`src/rtl/pipeline_ctrl_pkg.sv`:
```
// Shared types and helpers for the pipeline stall/flush sequencer.
package pipeline_ctrl_pkg;

  localparam int unsigned NbOperandDef = 5;

  typedef enum logic [2:0] {
    RUN,
    MEM_WAIT,
    DRAIN,
    HALTED,
    ERROR
  } ctrl_state_t;

  function automatic logic [31:0] sat_inc32(input logic [31:0] value);
    return (value == 32'hFFFF_FFFF) ? value : value + 32'd1;
  endfunction

endpackage

```
`src/rtl/pipeline_ctrl_hazard_detect.sv`:
```
// Load-use hazard detection: a load in EX feeding a register the ID instruction reads.
module pipeline_ctrl_hazard_detect
  import pipeline_ctrl_pkg::*;
#(
  parameter int unsigned NB_OPERAND = NbOperandDef
) (
  input  logic [NB_OPERAND-1:0] i_rs1,
  input  logic [NB_OPERAND-1:0] i_rs2,
  input  logic                  i_uses_rs1,
  input  logic                  i_uses_rs2,
  input  logic                  i_mem_read,
  input  logic [NB_OPERAND-1:0] i_rd,
  output logic                  o_load_use
);

  always_comb begin
    o_load_use = i_mem_read && (i_rd != '0) &&
                 ((i_uses_rs1 && (i_rd == i_rs1)) || (i_uses_rs2 && (i_rd == i_rs2)));
  end

endmodule

```
`src/rtl/pipeline_ctrl.sv`:
```
// Stall/flush sequencer for the 5-stage pipeline: hazard bubbles, branch flushes,
// data-memory wait/timeout and halt drain.
module pipeline_ctrl
  import pipeline_ctrl_pkg::*;
#(
  parameter int unsigned NB_OPERAND   = NbOperandDef,
  parameter int unsigned MAX_MEM_WAIT = 15,
  parameter int unsigned DRAIN_CYCLES = 4
) (
  input  logic                  i_clk,
  input  logic                  i_rst,
  input  logic [NB_OPERAND-1:0] i_if_id_rs1,
  input  logic [NB_OPERAND-1:0] i_if_id_rs2,
  input  logic                  i_if_id_uses_rs1,
  input  logic                  i_if_id_uses_rs2,
  input  logic                  i_if_id_halt,
  input  logic                  i_branch_taken,
  input  logic                  i_id_ex_mem_read,
  input  logic [NB_OPERAND-1:0] i_id_ex_rd,
  input  logic                  i_dmem_req,
  input  logic                  i_dmem_ack,
  output logic                  o_pc_en,
  output logic                  o_if_id_en,
  output logic                  o_id_ex_en,
  output logic                  o_ex_mem_en,
  output logic                  o_mem_wb_en,
  output logic                  o_if_id_flush,
  output logic                  o_id_ex_flush,
  output logic                  o_halted,
  output logic                  o_mem_timeout,
  output logic [31:0]           o_stall_cycles
);

  localparam int unsigned WaitW  = $clog2(MAX_MEM_WAIT + 1);
  localparam int unsigned DrainW = $clog2(DRAIN_CYCLES + 1);
  localparam logic [WaitW-1:0]  WaitMax  = WaitW'(MAX_MEM_WAIT);
  localparam logic [DrainW-1:0] DrainMax = DrainW'(DRAIN_CYCLES);

  ctrl_state_t       state_q, state_d;
  logic [WaitW-1:0]  wait_q, wait_d, wait_inc;
  logic [DrainW-1:0] drain_q, drain_d, drain_inc;
  logic [31:0]       stall_q, stall_d;
  logic              halted_q, halted_d;
  logic              timeout_q, timeout_d;
  logic              load_use;
  logic              mem_freeze;

  pipeline_ctrl_hazard_detect #(
    .NB_OPERAND (NB_OPERAND)
  ) u_hazard_detect (
    .i_rs1      (i_if_id_rs1),
    .i_rs2      (i_if_id_rs2),
    .i_uses_rs1 (i_if_id_uses_rs1),
    .i_uses_rs2 (i_if_id_uses_rs2),
    .i_mem_read (i_id_ex_mem_read),
    .i_rd       (i_id_ex_rd),
    .o_load_use (load_use)
  );

  assign mem_freeze = i_dmem_req && !i_dmem_ack;
  assign wait_inc   = wait_q + WaitW'(1);
  assign drain_inc  = drain_q + DrainW'(1);

  always_comb begin
    state_d       = state_q;
    wait_d        = '0;
    drain_d       = '0;
    o_pc_en       = 1'b0;
    o_if_id_en    = 1'b0;
    o_id_ex_en    = 1'b0;
    o_ex_mem_en   = 1'b0;
    o_mem_wb_en   = 1'b0;
    o_if_id_flush = 1'b0;
    o_id_ex_flush = 1'b0;

    unique case (state_q)
      RUN, MEM_WAIT: begin
        if (mem_freeze) begin
          wait_d  = wait_inc;
          state_d = (wait_inc == WaitMax) ? ERROR : MEM_WAIT;
        end else begin
          // An acked (or withdrawn) request cycle decodes exactly like RUN.
          state_d     = RUN;
          o_pc_en     = 1'b1;
          o_if_id_en  = 1'b1;
          o_id_ex_en  = 1'b1;
          o_ex_mem_en = 1'b1;
          o_mem_wb_en = 1'b1;
          if (load_use) begin
            o_pc_en       = 1'b0;
            o_if_id_en    = 1'b0;
            o_id_ex_flush = 1'b1;
          end else if (i_branch_taken) begin
            o_if_id_flush = 1'b1;
          end else if (i_if_id_halt) begin
            o_if_id_flush = 1'b1;
            state_d       = DRAIN;
          end
        end
      end
      DRAIN: begin
        if (mem_freeze) begin
          wait_d  = wait_inc;
          drain_d = drain_q;
          if (wait_inc == WaitMax) state_d = ERROR;
        end else begin
          o_if_id_en    = 1'b1;
          o_id_ex_en    = 1'b1;
          o_ex_mem_en   = 1'b1;
          o_mem_wb_en   = 1'b1;
          o_if_id_flush = 1'b1;
          drain_d       = drain_inc;
          if (drain_inc == DrainMax) state_d = HALTED;
        end
      end
      HALTED, ERROR: begin
        state_d = state_q;
      end
      default: begin
        state_d = RUN;
      end
    endcase

    stall_d = stall_q;
    if (!o_pc_en && (state_q inside {RUN, MEM_WAIT, DRAIN})) begin
      stall_d = sat_inc32(stall_q);
    end

    // Flags rise with the state entry so they are visible in the first HALTED/ERROR cycle.
    halted_d  = halted_q || (state_d == HALTED);
    timeout_d = timeout_q || (state_d == ERROR);

    if (i_rst) begin
      o_pc_en       = 1'b0;
      o_if_id_en    = 1'b0;
      o_id_ex_en    = 1'b0;
      o_ex_mem_en   = 1'b0;
      o_mem_wb_en   = 1'b0;
      o_if_id_flush = 1'b1;
      o_id_ex_flush = 1'b1;
    end
  end

  always_ff @(posedge i_clk) begin
    if (i_rst) begin
      state_q   <= RUN;
      wait_q    <= '0;
      drain_q   <= '0;
      stall_q   <= '0;
      halted_q  <= 1'b0;
      timeout_q <= 1'b0;
    end else begin
      state_q   <= state_d;
      wait_q    <= wait_d;
      drain_q   <= drain_d;
      stall_q   <= stall_d;
      halted_q  <= halted_d;
      timeout_q <= timeout_d;
    end
  end

  assign o_halted       = halted_q && !i_rst;
  assign o_mem_timeout  = timeout_q && !i_rst;
  assign o_stall_cycles = stall_q;

endmodule

```
`config.mk`:
```
export PLATFORM = sky130hd
export DESIGN_NAME = pipeline_ctrl
export DESIGN_NICKNAME = d
export VERILOG_FILES = /design/src/rtl/pipeline_ctrl_pkg.sv /design/src/rtl/pipeline_ctrl_hazard_detect.sv /design/src/rtl/pipeline_ctrl.sv
export SDC_FILE = /design/constraint.sdc
export NUM_CORES = 1
export LEC_CHECK = 0
export ABC_AREA = 1
export ABC_CLOCK_PERIOD_IN_PS = 1600
export CORE_UTILIZATION = 35
export DETAILED_ROUTE_END_ITERATION = 8
export PLACE_DENSITY = 0.63
export SLEW_MARGIN = 20
export SYNTH_ARGS = -nofsm -noshare
export SYNTH_HDL_FRONTEND = slang
export SYNTH_SLANG_ARGS = --single-unit
```
`constraint.sdc`:
```
create_clock -name i_clk -period 1.6 [get_ports i_clk]
set_input_delay 0.32 -clock i_clk [delete_from_list [all_inputs] [get_ports i_clk]]
set_output_delay 0.32 -clock i_clk [all_outputs]
set_load 0.01 [all_outputs]
```
==> flow_summary.toml <==
[run_status]
status = "complete, but fails checks"
failed_checks = "setup timing"

[logic_synthesis]
synth_nets = 525
synth.area.top_cells = "dfxtp_1 29%, nand2_1 22%, nor2_1 9.7%, nand4_1 6.8%, a21oi_1 5.6%"
synth_common_cells = "176 x nand2_1, 78 x nor2_1, 44 x dfxtp_1, 44 x inv_1, 34 x a21oi_1"
ys.flop_type = "dfxtp_1"
synthAdderAreaFrac_pct = 2.07
ys_types = 27
muxShareOfSynthArea_pct = 0
synth_top_area_cell = "dfxtp_1"
avgSynthCellArea_sq_um = 6.08
netlist_area_sq_um = 3020
async_reset_ff_share_pct = 0
synth-edff-count = 0
yosysMostFrequentCell = "nand2_1"
yosys_register_bits = 44
syn_inst = 496
synth_top_family_by_area = "simple AND/OR/NAND/NOR gates"
yosys_warnings = 0
yosysTopAreaCellShare_pct = 29.2
ys_seq_area_share_pct = 29.2
synth_compound_area_share_pct = 6.97
synth-xor-area-share_pct = 5.23
synth-simple-area-share_pct = 47.5

[placed_design]
dp_slack_ps = -934
dpl.hpwl_microns = 7150
port_buffers = 64
gp_congestion = 0.958

[floorplanning]
design.core.area_sq_um = 8300
die_area_sq_um = 8990
rows = 33
die-width_microns = 94.8
num_io_pins = 65
die-height_microns = 94.8
initial_utilization_pct = 36.3

[routing]
vias = 3600
ant_nets = 0
avgViaCountPerCell = 4.88
drt_wl_total_microns = 9530
dr.pass1.iters = 4
drc = 0
routedWlPerCell_microns = 12.9
drt-initial-drc-count = 143

[finish]
fin_nets = 661
fin_util_pct = 55.5
num_antenna_cells = 0
syn_to_final_growth_pct = 52.6
drive_gt1_share_pct = 32.1
fillerInstances = 822

[timing]
skew_ps = 10.6
fin_crit_ps = 1710
rsz0062_at_grt = "true"
setup_ws_ps = -113
fin_crit_sh_pct = 107
drv_slew = 0
worst_pin_slew_ps = 302
setup-tns-final_ps = -484
slew_headroom_pct = 79.6
hold_slack_ps = 468
finalHoldViolations = 0
timing.fmax_ghz = 0.584
setup_violations = 6

[worst_setup_path]
required_ps = 1280
endpoint = "o_ex_mem_en"
critical_path.slowest_cell = "dfxtp_4"
startpoint = "state_q[1]"
crit_path_end_kind = "output port"
crit_family = "buffers and inverters"
r2r.worst_path.cells = 9
reg2reg_to = "o_stall_cycles[7]"
cp.depth = 8
worst_ep_arrival_time_ps = 1390
worstPathMaxFanout = 3
ff2ff_setup_slack_ps = 0
cp_cell_sequence = "nor2_4 -> inv_2 -> buf_6 -> nand2_4 -> nand2_4 -> nor2_4 -> buf_6 -> buf_6"
cp_num_buf_inv = 4
start_kind = "register"
cpPeakStageDelay_ps = 370
path_common_cell = "buf_6"
path_class = "reg -> out"
rr_startpoint = "state_q[1]"

[global_routing]
antenna_found_initial = 0
grt_usage_pct = 22.5
grt_max_degree = 35
grt_pass1_wl_microns = 16000
grt-ovfl-total = 0
grt_pass1_vias = 3406

[hold_path]
hold_class = "reg -> reg"
whs_path_depth = 2

[power_and_ir_drop]
seqPwrFrac_pct = 48.1
switching_power_mw = 0.670
p_int_mw = 1.65
sw_frac_of_total_pct = 28.8
clockPowerShare_pct = 32.9
powerDensity_nw_per_um2 = 505
pwr-share-comb_pct = 19.0
p_leak_nw = 2.10
vdd_drop_max_uv = 451

[clocking]
root_buffer = "clkbuf_8"
cts.sinks = 44
numCtsBuffers = 5
cts_hold_buf = 0
cts.clk_slew.worst_paths_ps = 80
htreeDepth = 2
clock_latency_ps = 310
clk_path_buf_depth = 2
cts_tree = "done"

[flow_run]
max_cap_viol_count = 0
kinds of logic (layout without fill, tap and decap cells):
kind of cell    after synthesis  count (layout)
simple gates                325             325
buf+inv                      63             200
flops                        44              44
compound gates               41              41
xor+xnor                     18              18
fa+ha+maj                     5               5
worst register-to-register path: stages, from the launching register on:
cell     delay [ps]
dfxtp_4         370
nor2_4          120
inv_2            60
buf_6           120
nand2_4          70
buf_6           270
nand3_4         170
buf_12          170
nand2_1          90
a21oi_2          50
worst min-delay path by stage:
stage	startpoint	endpoint
2_1_floorplan	wait_q[0]	wait_q[0]
3_3_place_gp	wait_q[0]	wait_q[0]
3_5_place_dp	timeout_q	timeout_q
4_1_cts	timeout_q	timeout_q
5_1_grt	timeout_q	timeout_q
6_report	timeout_q	timeout_q
power groups by stage:
stage	Sequential (mW)	Clock, mW	Combinational [mW]
3_3_place_gp	1.14	0	0.378
6_report	1.12	0.766	0.442
3_5_place_dp	1.14	0	0.387
4_1_cts	1.12	0.780	0.428
5_1_grt	1.12	0.833	0.484
2_1_floorplan	1.15	0	0.206
stage by stage:
stage	total power [mW]	std cells	cell area [sq um]
after global routing	2.44	738	4600
after detailed placement	1.53	720	4270
after floorplan	1.35	496	3060
after CTS	2.33	736	4470
final	2.32	738	4600
after global placement	1.52	720	4270
flip-flops by register name, indices dropped and copies added (netlist names):
name	count
drain_q	3
halted_q	1
o_stall_cycles	32
state_q	3
timeout_q	1
wait_q	4
timing repair:
action | in CTS | in global routing
setup buffers | 8 | 2
setup endpoints to repair | 68 | 47
resized for setup | 159 | 67
hold endpoints to repair | 0 | 0
pin swaps | 24 | 13
area by class of cell:
class	count	area, sq um	area share [%]
tap	105	131	2.85
multi-input combinational	389	2100	45.6
timing repair buffer	148	1200	26.1
sequential	44	911	19.8
clock inverter	1	7.51	0.163
clock buffer	7	86.3	1.88
inverter	44	165	3.59
layer usage:
layer / vias to the layer above / wire length (microns) / part of all wire (%) / GRT usage, %
met1: 1663 / 4470 / 47 / 29.1
met5: - / 0 / 0 / 0
li1: 1862 / - / - / -
met4: 0 / 134 / 1.4 / 4.55
met3: 13 / 288 / 3.0 / 3.46
met2: 62 / 4630 / 49 / 39.3
layout by cell type, fill, tap and decap left out, drive strengths merged:
cell             n
xnor2            4
o21ai            5
clkdlybuf4s50   10
clkinvlp         1
nand3           12
dfxtp           44
xor2            14
dlygate4sd2     27
dlymetal6s2s     2
nand2          179
nand4           34
clkbuf          14
nor3b            2
nor4             1
clkdlybuf4s15    1
nor3             2
nand3b          13
o211ai           1
o31ai            1
nor2            82
ha               5
buf            101
inv             44
a21oi           34
No activity file was read; power rests on OpenSTA's default activity.
